File: src/rtl/ssd_pkg.sv
// Shared types and constants for the seven-segment display driver.
// Segment patterns are active-low, ordered {g,f,e,d,c,b,a}.
package ssd_pkg;

  localparam int unsigned BCD_DIGITS = 4;

  typedef enum logic [1:0] {
    IDLE,
    SHIFT,
    DONE
  } state_e;

  localparam logic [6:0] SEG_0   = 7'b1000000;
  localparam logic [6:0] SEG_1   = 7'b1111001;
  localparam logic [6:0] SEG_2   = 7'b0100100;
  localparam logic [6:0] SEG_3   = 7'b0110000;
  localparam logic [6:0] SEG_4   = 7'b0011001;
  localparam logic [6:0] SEG_5   = 7'b0010010;
  localparam logic [6:0] SEG_6   = 7'b0000010;
  localparam logic [6:0] SEG_7   = 7'b1111000;
  localparam logic [6:0] SEG_8   = 7'b0000000;
  localparam logic [6:0] SEG_9   = 7'b0010000;
  localparam logic [6:0] SEG_OFF = 7'b1111111;

  // Nibbles 10..15 are not reachable from a 13-bit value; they decode to blank.
  function automatic logic [6:0] seg(input logic [3:0] digit);
    case (digit)
      4'd0:    seg = SEG_0;
      4'd1:    seg = SEG_1;
      4'd2:    seg = SEG_2;
      4'd3:    seg = SEG_3;
      4'd4:    seg = SEG_4;
      4'd5:    seg = SEG_5;
      4'd6:    seg = SEG_6;
      4'd7:    seg = SEG_7;
      4'd8:    seg = SEG_8;
      4'd9:    seg = SEG_9;
      default: seg = SEG_OFF;
    endcase
  endfunction

endpackage

File: src/rtl/bin2bcd_seq.sv
// Sequential shift-add-3 binary-to-BCD converter, one shift per clock.
// start is sampled in IDLE; done is high for the single DONE cycle.
module bin2bcd_seq
  import ssd_pkg::*;
#(
  parameter int unsigned VAL_W = 13
) (
  input  logic                    clk,
  input  logic                    rst,
  input  logic                    start,
  input  logic [VAL_W-1:0]        value,
  output logic [4*BCD_DIGITS-1:0] bcd,
  output logic [VAL_W-1:0]        value_cap,
  output logic                    busy,
  output logic                    done
);

  localparam int unsigned CntW = $clog2(VAL_W + 1);
  localparam logic [CntW-1:0] LastShift = CntW'(VAL_W - 1);

  state_e                  state_q, state_d;
  logic [VAL_W-1:0]        bin_q, bin_d;
  logic [VAL_W-1:0]        cap_q, cap_d;
  logic [4*BCD_DIGITS-1:0] bcd_q, bcd_d, adj;
  logic [CntW-1:0]         cnt_q, cnt_d;

  always_ff @(posedge clk or negedge rst) begin
    if (!rst) begin
      state_q <= IDLE;
      bin_q   <= '0;
      cap_q   <= '0;
      bcd_q   <= '0;
      cnt_q   <= '0;
    end else begin
      state_q <= state_d;
      bin_q   <= bin_d;
      cap_q   <= cap_d;
      bcd_q   <= bcd_d;
      cnt_q   <= cnt_d;
    end
  end

  always_comb begin
    state_d = state_q;
    bin_d   = bin_q;
    cap_d   = cap_q;
    bcd_d   = bcd_q;
    cnt_d   = cnt_q;
    adj     = bcd_q;
    for (int i = 0; i < BCD_DIGITS; i++) begin
      if (bcd_q[4*i +: 4] >= 4'd5) adj[4*i +: 4] = bcd_q[4*i +: 4] + 4'd3;
    end
    case (state_q)
      IDLE: begin
        if (start) begin
          bin_d   = value;
          cap_d   = value;
          bcd_d   = '0;
          cnt_d   = '0;
          state_d = SHIFT;
        end
      end
      SHIFT: begin
        {bcd_d, bin_d} = {adj[4*BCD_DIGITS-2:0], bin_q, 1'b0};
        cnt_d          = cnt_q + 1'b1;
        if (cnt_q == LastShift) state_d = DONE;
      end
      DONE:    state_d = IDLE;
      default: state_d = IDLE;
    endcase
  end

  assign bcd       = bcd_q;
  assign value_cap = cap_q;
  assign busy      = (state_q != IDLE);
  assign done      = (state_q == DONE);

endmodule

File: src/rtl/ssd_display_driver.sv
// 4-digit multiplexed seven-segment driver fed by a 13-bit binary value.
// Optional LEADING_ZERO_BLANK_EN blanks leading zero digits above the ones digit.
module ssd_display_driver
  import ssd_pkg::*;
#(
  parameter int unsigned REFRESH_DIV = 100000,
  parameter int unsigned VAL_W       = 13
) (
  input  logic             clk,
  input  logic             rst,
  input  logic [VAL_W-1:0] value,
  output logic [3:0]       anode,
  output logic [6:0]       cathode,
  output logic             busy
);

  localparam int unsigned CntW = (REFRESH_DIV > 1) ? $clog2(REFRESH_DIV) : 1;
  localparam logic [CntW-1:0] CntMax = CntW'(REFRESH_DIV - 1);

  logic [4*BCD_DIGITS-1:0] digits_q, conv_bcd;
  logic [VAL_W-1:0]        last_q, conv_cap;
  logic                    conv_busy, conv_done, start;
  logic [CntW-1:0]         refresh_q;
  logic [1:0]              idx_q;
  logic [3:0]              anode_q, anode_d, digit;
  logic [6:0]              cathode_q, cathode_d;
  logic                    blank;

  // Only a value differing from what is already shown starts a conversion.
  assign start = !conv_busy && (value != last_q);

  bin2bcd_seq #(
    .VAL_W(VAL_W)
  ) u_bin2bcd (
    .clk      (clk),
    .rst      (rst),
    .start    (start),
    .value    (value),
    .bcd      (conv_bcd),
    .value_cap(conv_cap),
    .busy     (conv_busy),
    .done     (conv_done)
  );

  always_ff @(posedge clk or negedge rst) begin
    if (!rst) begin
      digits_q <= '0;
      last_q   <= '0;
    end else if (conv_done) begin
      digits_q <= conv_bcd;
      last_q   <= conv_cap;
    end
  end

  always_ff @(posedge clk or negedge rst) begin
    if (!rst) begin
      refresh_q <= '0;
      idx_q     <= '0;
    end else if (refresh_q == CntMax) begin
      refresh_q <= '0;
      idx_q     <= idx_q + 2'd1;
    end else begin
      refresh_q <= refresh_q + 1'b1;
    end
  end

`ifdef LEADING_ZERO_BLANK_EN
  logic [3:0] lead_zero;
  assign lead_zero[3] = (digits_q[15:12] == 4'd0);
  assign lead_zero[2] = lead_zero[3] && (digits_q[11:8] == 4'd0);
  assign lead_zero[1] = lead_zero[2] && (digits_q[7:4] == 4'd0);
  assign lead_zero[0] = 1'b0;
  assign blank        = lead_zero[idx_q];
`else
  assign blank = 1'b0;
`endif

  always_comb begin
    digit     = digits_q[4*idx_q +: 4];
    anode_d   = ~(4'b0001 << idx_q);
    cathode_d = blank ? SEG_OFF : seg(digit);
  end

  always_ff @(posedge clk or negedge rst) begin
    if (!rst) begin
      anode_q   <= 4'b1111;
      cathode_q <= SEG_OFF;
    end else begin
      anode_q   <= anode_d;
      cathode_q <= cathode_d;
    end
  end

  assign anode   = anode_q;
  assign cathode = cathode_q;
  assign busy    = conv_busy;

endmodule

File: config.mk
export PLATFORM = sky130hd
export DESIGN_NAME = ssd_display_driver
export DESIGN_NICKNAME = d
export VERILOG_FILES = /design/src/rtl/ssd_pkg.sv /design/src/rtl/bin2bcd_seq.sv /design/src/rtl/ssd_display_driver.sv
export SDC_FILE = /design/constraint.sdc
export NUM_CORES = 1
export LEC_CHECK = 0
export ABC_CLOCK_PERIOD_IN_PS = 4500
export CAP_MARGIN = 30
export CORE_MARGIN = 5
export CORE_UTILIZATION = 60
export CTS_CLUSTER_SIZE = 20
export DETAILED_ROUTE_END_ITERATION = 10
export GPL_TIMING_DRIVEN = 0
export PLACE_DENSITY = 0.9
export SLEW_MARGIN = 15
export SYNTH_ARGS = -nofsm -noshare
export SYNTH_HDL_FRONTEND = slang
export SYNTH_SLANG_ARGS = --single-unit
File: constraint.sdc
create_clock -name clk -period 4.5 [get_ports clk]
set_clock_uncertainty 0.05 [all_clocks]
set_input_delay 0.675 -clock clk [delete_from_list [all_inputs] [get_ports clk]]
set_output_delay 0.675 -clock clk [all_outputs]
set_load 0.005 [all_outputs]
; ---- Word-level counts from Yosys, hierarchy flattened
; Memory sizes are Yosys's and may differ from the RTL's. A register that Yosys moved wholly into a read port is not among the register bits.
; Index checks and enable logic that the tools add are counted.
[word_totals]
ff_bits = 100
mem_count = 1
elab_cells = 55
romBits = 112
[mem_list]
columns = name, depth, word_bits, rd, rd_clocked_by_memory_dff, wr, line
row1 = (name not given), 16, 7, 1, 1, 0, ssd_pkg.sv:27  ; case (digit)
[classes]
n_lt_le_gt_ge = 4
eq_ne = 7
shifts = 2
muxes = 14
n_reduce_logical = 9
bitwise_logic = 1
n_addsub = 7
[op_table]
columns = cell, n
row1 = one-hot mux 16 bit (2 select lines), 1
row2 = one-hot mux 13 bit (2 select lines), 1
row3 = "adder 17 x 1 -> 17 bit, second input constant", 1
row4 = "equality test 17 bit, second input constant", 1
row5 = two-way mux 17 bit, 1
row6 = "greater-or-equal comparator 4 x 3 -> 1 bit, second input constant", 4
row7 = two-way mux 16 bit, 1
row8 = two-way mux 4 bit, 4
row9 = variable part select 16 x 5 -> 4 bit, 1
row10 = two-way mux 13 bit, 1
row11 = != test 13 bit, 1
row12 = "adder 4 x 2 -> 4 bit, second input constant", 3
row13 = one-hot mux 4 bit (2 select lines), 1
row14 = AND reduction 2 bit, 3
row15 = "adder 4 x 1 -> 4 bit, second input constant", 1
row16 = "equality test 4 bit, second input constant", 1
row17 = two-way mux 2 bit, 2
row18 = inverter 4 bit, 1
row19 = one-hot mux 2 bit (2 select lines), 1
row20 = nonzero test 2 bit, 2
row21 = "<< shifter 1 x 2 -> 4 bit, first input constant", 1
row22 = "adder 3 x 2 -> 3 bit, second input constant", 1
row23 = two-way mux 3 bit, 1
row24 = "adder 2 x 1 -> 2 bit, second input constant", 1
row25 = other kinds (7), 8

; ---- Logic depth before layout (Yosys ltp)
[depth]
depth_word = 5
mapped_depth = 7
depth_no_buf = 7

; ---- Cells and area by module
; From an unflattened synthesis, not the netlist that was laid out.
[hier_totals]
cells_unflattened = 450
hier_area_um2 = 5016.1
[by_module_without_submodules]
columns = module, cells_per_inst, n_inst, seq_area_each_um2, area_per_inst_um2
row1 = ssd_display_driver, 218, 1, 1490.2, 2782.7
row2 = bin2bcd_seq, 232, 1, 1201.2, 2233.4

; ---- Worst setup path after synthesis
; Ideal clock, no wire load.
[synth_path]
path_kind = input-to-reg
start = input value[6]
end = register u_bin2bcd.bin_q[2]
required_ns = 4.315
arrival_ns = 1.836
slack_ns = 2.479
stages = 7
setup_ns = 0.135
path_buffers = 2
cell_sequence = xnor2_1 -> nand4_1 -> nor4_4 -> or2_1 -> buf_4 -> buf_6 -> o211ai_1
[synth_between]
elab_chain_len = 4
[synth_lines]
columns = element, line
row1 = start: declaration, ssd_display_driver.sv:11  ; input logic [VAL_W-1:0] value,
row2 = != test 13 bit, ssd_display_driver.sv:30  ; assign start = !conv_busy && (value != last_q);
row3 = logical AND 1 bit, ssd_display_driver.sv:30
row4 = != test 2 bit (no line), n/a
row5 = AND reduction 2 bit (no line), n/a
row6 = end signal: assignment, bin2bcd_seq.sv:36  ; bin_q <= bin_d;
row7 = end: declaration, bin2bcd_seq.sv:22  ; logic [VAL_W-1:0] bin_q, bin_d;
; Every way passes these cells.
; A chain may end at the register's enable or synchronous reset.

; ---- Worst setup path after layout
[layout_path]
start = register u_bin2bcd.state_q[0]
end = output busy
[layout_between]
elab_chain_len = 1
[layout_lines]
columns = element, line
row1 = start: declaration, bin2bcd_seq.sv:21  ; state_e state_q, state_d;
row2 = start signal: assignment, bin2bcd_seq.sv:35  ; state_q <= state_d;
row3 = nonzero test 2 bit, bin2bcd_seq.sv:75  ; assign busy = (state_q != IDLE);
row4 = end: declaration, ssd_display_driver.sv:14  ; output logic busy
; Every way passes these cells.

==> out/results.tsv <==
stage	metric	value	unit
cts	Num CTS Buffers	9	
routing	drt initial violations	203	
synth	Main synth FF type	dfrtp_1	
placement	DP HPWL	7.25	mm
worst_setup_path	CP Max Fanout	10	
cells_and_area	most common cell after layout, fill and taps aside	dfrtp_1	
synth	Mapped Cells	453	
sta	Tmin final	2.95	ns
routing	first drt pass iteration count	6	
worst_setup_path	Setup crit end kind	output pin	
run_status	status	completed	
floorplan	Die Ht	102	um
worst_setup_path	CP max-delay cell	clkdlybuf4s50_1	
cts	Skew-Pair Late Insertion Delay	0.37	ns
worst_setup_path	Critical R2R Launch	last_q[1]	
synth	syn_nets	488	
routing	drc violations	0	
grt	total grt overflow	0	
cells_and_area	share of layout cells above drive strength 1	17.1	%
synth	#FFs+latches synth	107	
cts	Worst-path clk slew	0.10	ns
floorplan	num rows	33	
sta	Rel. slew slack	59.0	%
worst_setup_path	Max stage delay on crit path	0.60	ns
worst_setup_path	RR Endpoint	u_bin2bcd.bin_q[2]	
worst_setup_path	CP Cell Sequence	clkbuf_2, or2_2, clkbuf_1, clkbuf_1, clkdlybuf4s50_1	
floorplan	I/O pin cnt	27	
routing	post-route ant nets	0	
cts	H-Tree Level Count	3	
power	VDD IR max	313	uV
power	PD cells	579	nW/um^2
grt	initial antenna violation count	0	
floorplan	core area	8260	um^2
cells_and_area	antenna fix cells	0	
sta	RSZ-0062 raised after global routing	no	
synth	Post-synth ARST share	100	%
cells_and_area	Finished Layout Cells	601	
routing	final WL	10.2	mm
synth	area leader, netlist	dfrtp_1	
worst_setup_path	critical path buffer and inverter count	4	
floorplan	Die ar.	10500	um^2
cts	clock sinks	107	
sta	Max Slew Vio Count	0	
worst_setup_path	cell repeated most along the worst path	clkbuf_1	
cells_and_area	Area Growth Syn to Fin	11.9	%
cts	CTS root buf	clkbuf_8	
routing	average wire per standard cell	16.9	um
floorplan	Chip Width	102	um
synth	Cell Area, Synth	5110	um^2
synth	Ys Warns	0	
cts	CTS tree	built	
power	Leak	0.00256	uW
worst_setup_path	arrival time of the worst setup path	2.22	ns
worst_setup_path	Startpoint Class	flop	
grt	GRT Resource Usage Total	21.2	%
placement	dpl cells	585	
synth	largest cells by area after synthesis	dfrtp_1 (47%), mux2_2 (7.1%), dfstp_2 (5.7%)	
routing	routed vias	3578	
sta	f_max	0.339	GHz
cts	post-CTS setup buffer count	0	
synth	synthesized area per cell	11.3	um^2
worst_setup_path	FF-to-FF path depth	6	
cts	Post-CTS Hold Buffers	0	
worst_setup_path	Top delay family on crit path	buffers and inverters	
placement	Port Buf Inserts	26	
placement	gp weighted congestion	0.788	
floorplan	Initial Util	61.9	%
sta	Hold Fails Final Rpt	0	
synth	post-synth top area share	47.0	%
worst_setup_path	CP Class	reg -> out	
grt	vias in the first global route	3691	
placement	area of placed instances	5530	um^2
worst_setup_path	Worst Path Required	3.77	ns
cells_and_area	post-layout instance area	5720	um^2
sta	final setup violation count	0	
routing	Vias/cell	5.95	
sta	Final period util	65.5	%
synth	sequential fraction of the synthesis area	52.7	%
cells_and_area	Net count, final	526	
synth	synth unique cells	41	
sta	worst-margin pin slew	0.615	ns
grt	first-pass GRT wire length	17.3	mm
cts	Max clock buf depth	2	
worst_setup_path	R2R setup slack	2.16	ns
synth	number of flops mapped to enable cells by yosys	0	
worst_hold_path	HP Class	in -> async	
run	# Max-Cap Violations	0	
cts	post-CTS resize count	0	
cells_and_area	commonest cells after routing, fill and taps aside	dfrtp_1 (96), o21ai_0 (37), inv_1 (33)	
grt	largest net degree at the start of global routing	57	
-- worst max path at each step --
stage	from	end	slack [ns]	cells after the start
2_1_floorplan	value[6]	u_bin2bcd.bin_q[2]	2.48	7
3_3_place_gp	rst	last_q[0]	-1.14	1
3_5_place_dp	value[1]	u_bin2bcd.bin_q[2]	1.48	7
4_1_cts	u_bin2bcd.state_q[0]	busy	1.55	5
5_1_grt	u_bin2bcd.state_q[0]	busy	1.40	5
6_report	u_bin2bcd.state_q[0]	busy	1.55	5
-- where the power goes --
part / total, uW / switching, uW / internal [uW]
logic: 1190 / 598 / 594
clock network: 553 / 315 / 237
registers: 1560 / 257 / 1310
-- synthesized netlist by cell type (4+ instances only) --
master and count:
dfstp_2 11, xor2_1 11, o21ai_0 37, ha_1 20, nand4_1 6, nand2b_1 4
a22oi_1 14, a22o_1 17, clkbuf_1 8, buf_2 7, nand3_1 22, inv_1 33
nor2_1 26, dfrtp_1 96, a21oi_1 9, mux2_2 32, o211ai_2 5, nand2_1 22
xnor2_1 26, o211ai_1 8
-- kinds of logic (layout without fill, tap and decap cells) --
group | Yosys count | in the layout | synth area share, %
mux | 38 | 38 | 8.96
fa+ha+maj | 20 | 20 | 4.90
simple gates | 96 | 96 | 9.21
buf+inv | 56 | 99 | 4.82
compound gates | 99 | 99 | 13.1
xor+xnor | 37 | 37 | 6.34
flops | 107 | 107 | 52.7
-- final cells by class --
| cell class | instances | area [um^2] |
|---|---|---|
| sequential | 107 | 2690 |
| fill | 580 | 2540 |
| multi-input combinational | 290 | 2170 |
| timing repair buffer | 27 | 289 |
| clock buffer | 11 | 153 |
| tap | 105 | 131 |
| inverter | 34 | 128 |
| buffer | 22 | 119 |
| clock inverter | 5 | 36.3 |
-- through the flow --
stage	power [uW]	setup WS (ns)	TNS [ns]	hold WS (ns)	util, %
after global routing	3550	1.40	0	0.219	69.3
after global placement	2650	-1.14	-108.70	0.420	66.6
after detailed placement	2760	1.48	0	0.428	67.0
final	3310	1.55	0	0.199	69.3
after floorplan	2390	2.48	0	0.329	-
after CTS	3320	1.55	0	0.203	69.3
-- state kept, by name, summed over array words and instances (netlist names) --
name                 count
u_bin2bcd.state_q        2
idx_q                    2
refresh_q               17
anode                    4
last_q                  13
digits_q                16
u_bin2bcd.bcd           16
u_bin2bcd.cnt_q          4
cathode                  7
u_bin2bcd.value_cap     13
u_bin2bcd.bin_q         13
-- routing by layer --
metal	routed length, um	vias up	GRT usage (%)
met3	574	14	5.39
met5	0	-	0
li1	-	1653	-
met1	4240	1800	26.7
met2	5200	111	36.4
met4	137	0	6.26
Power figures use the tool's default switching activity.
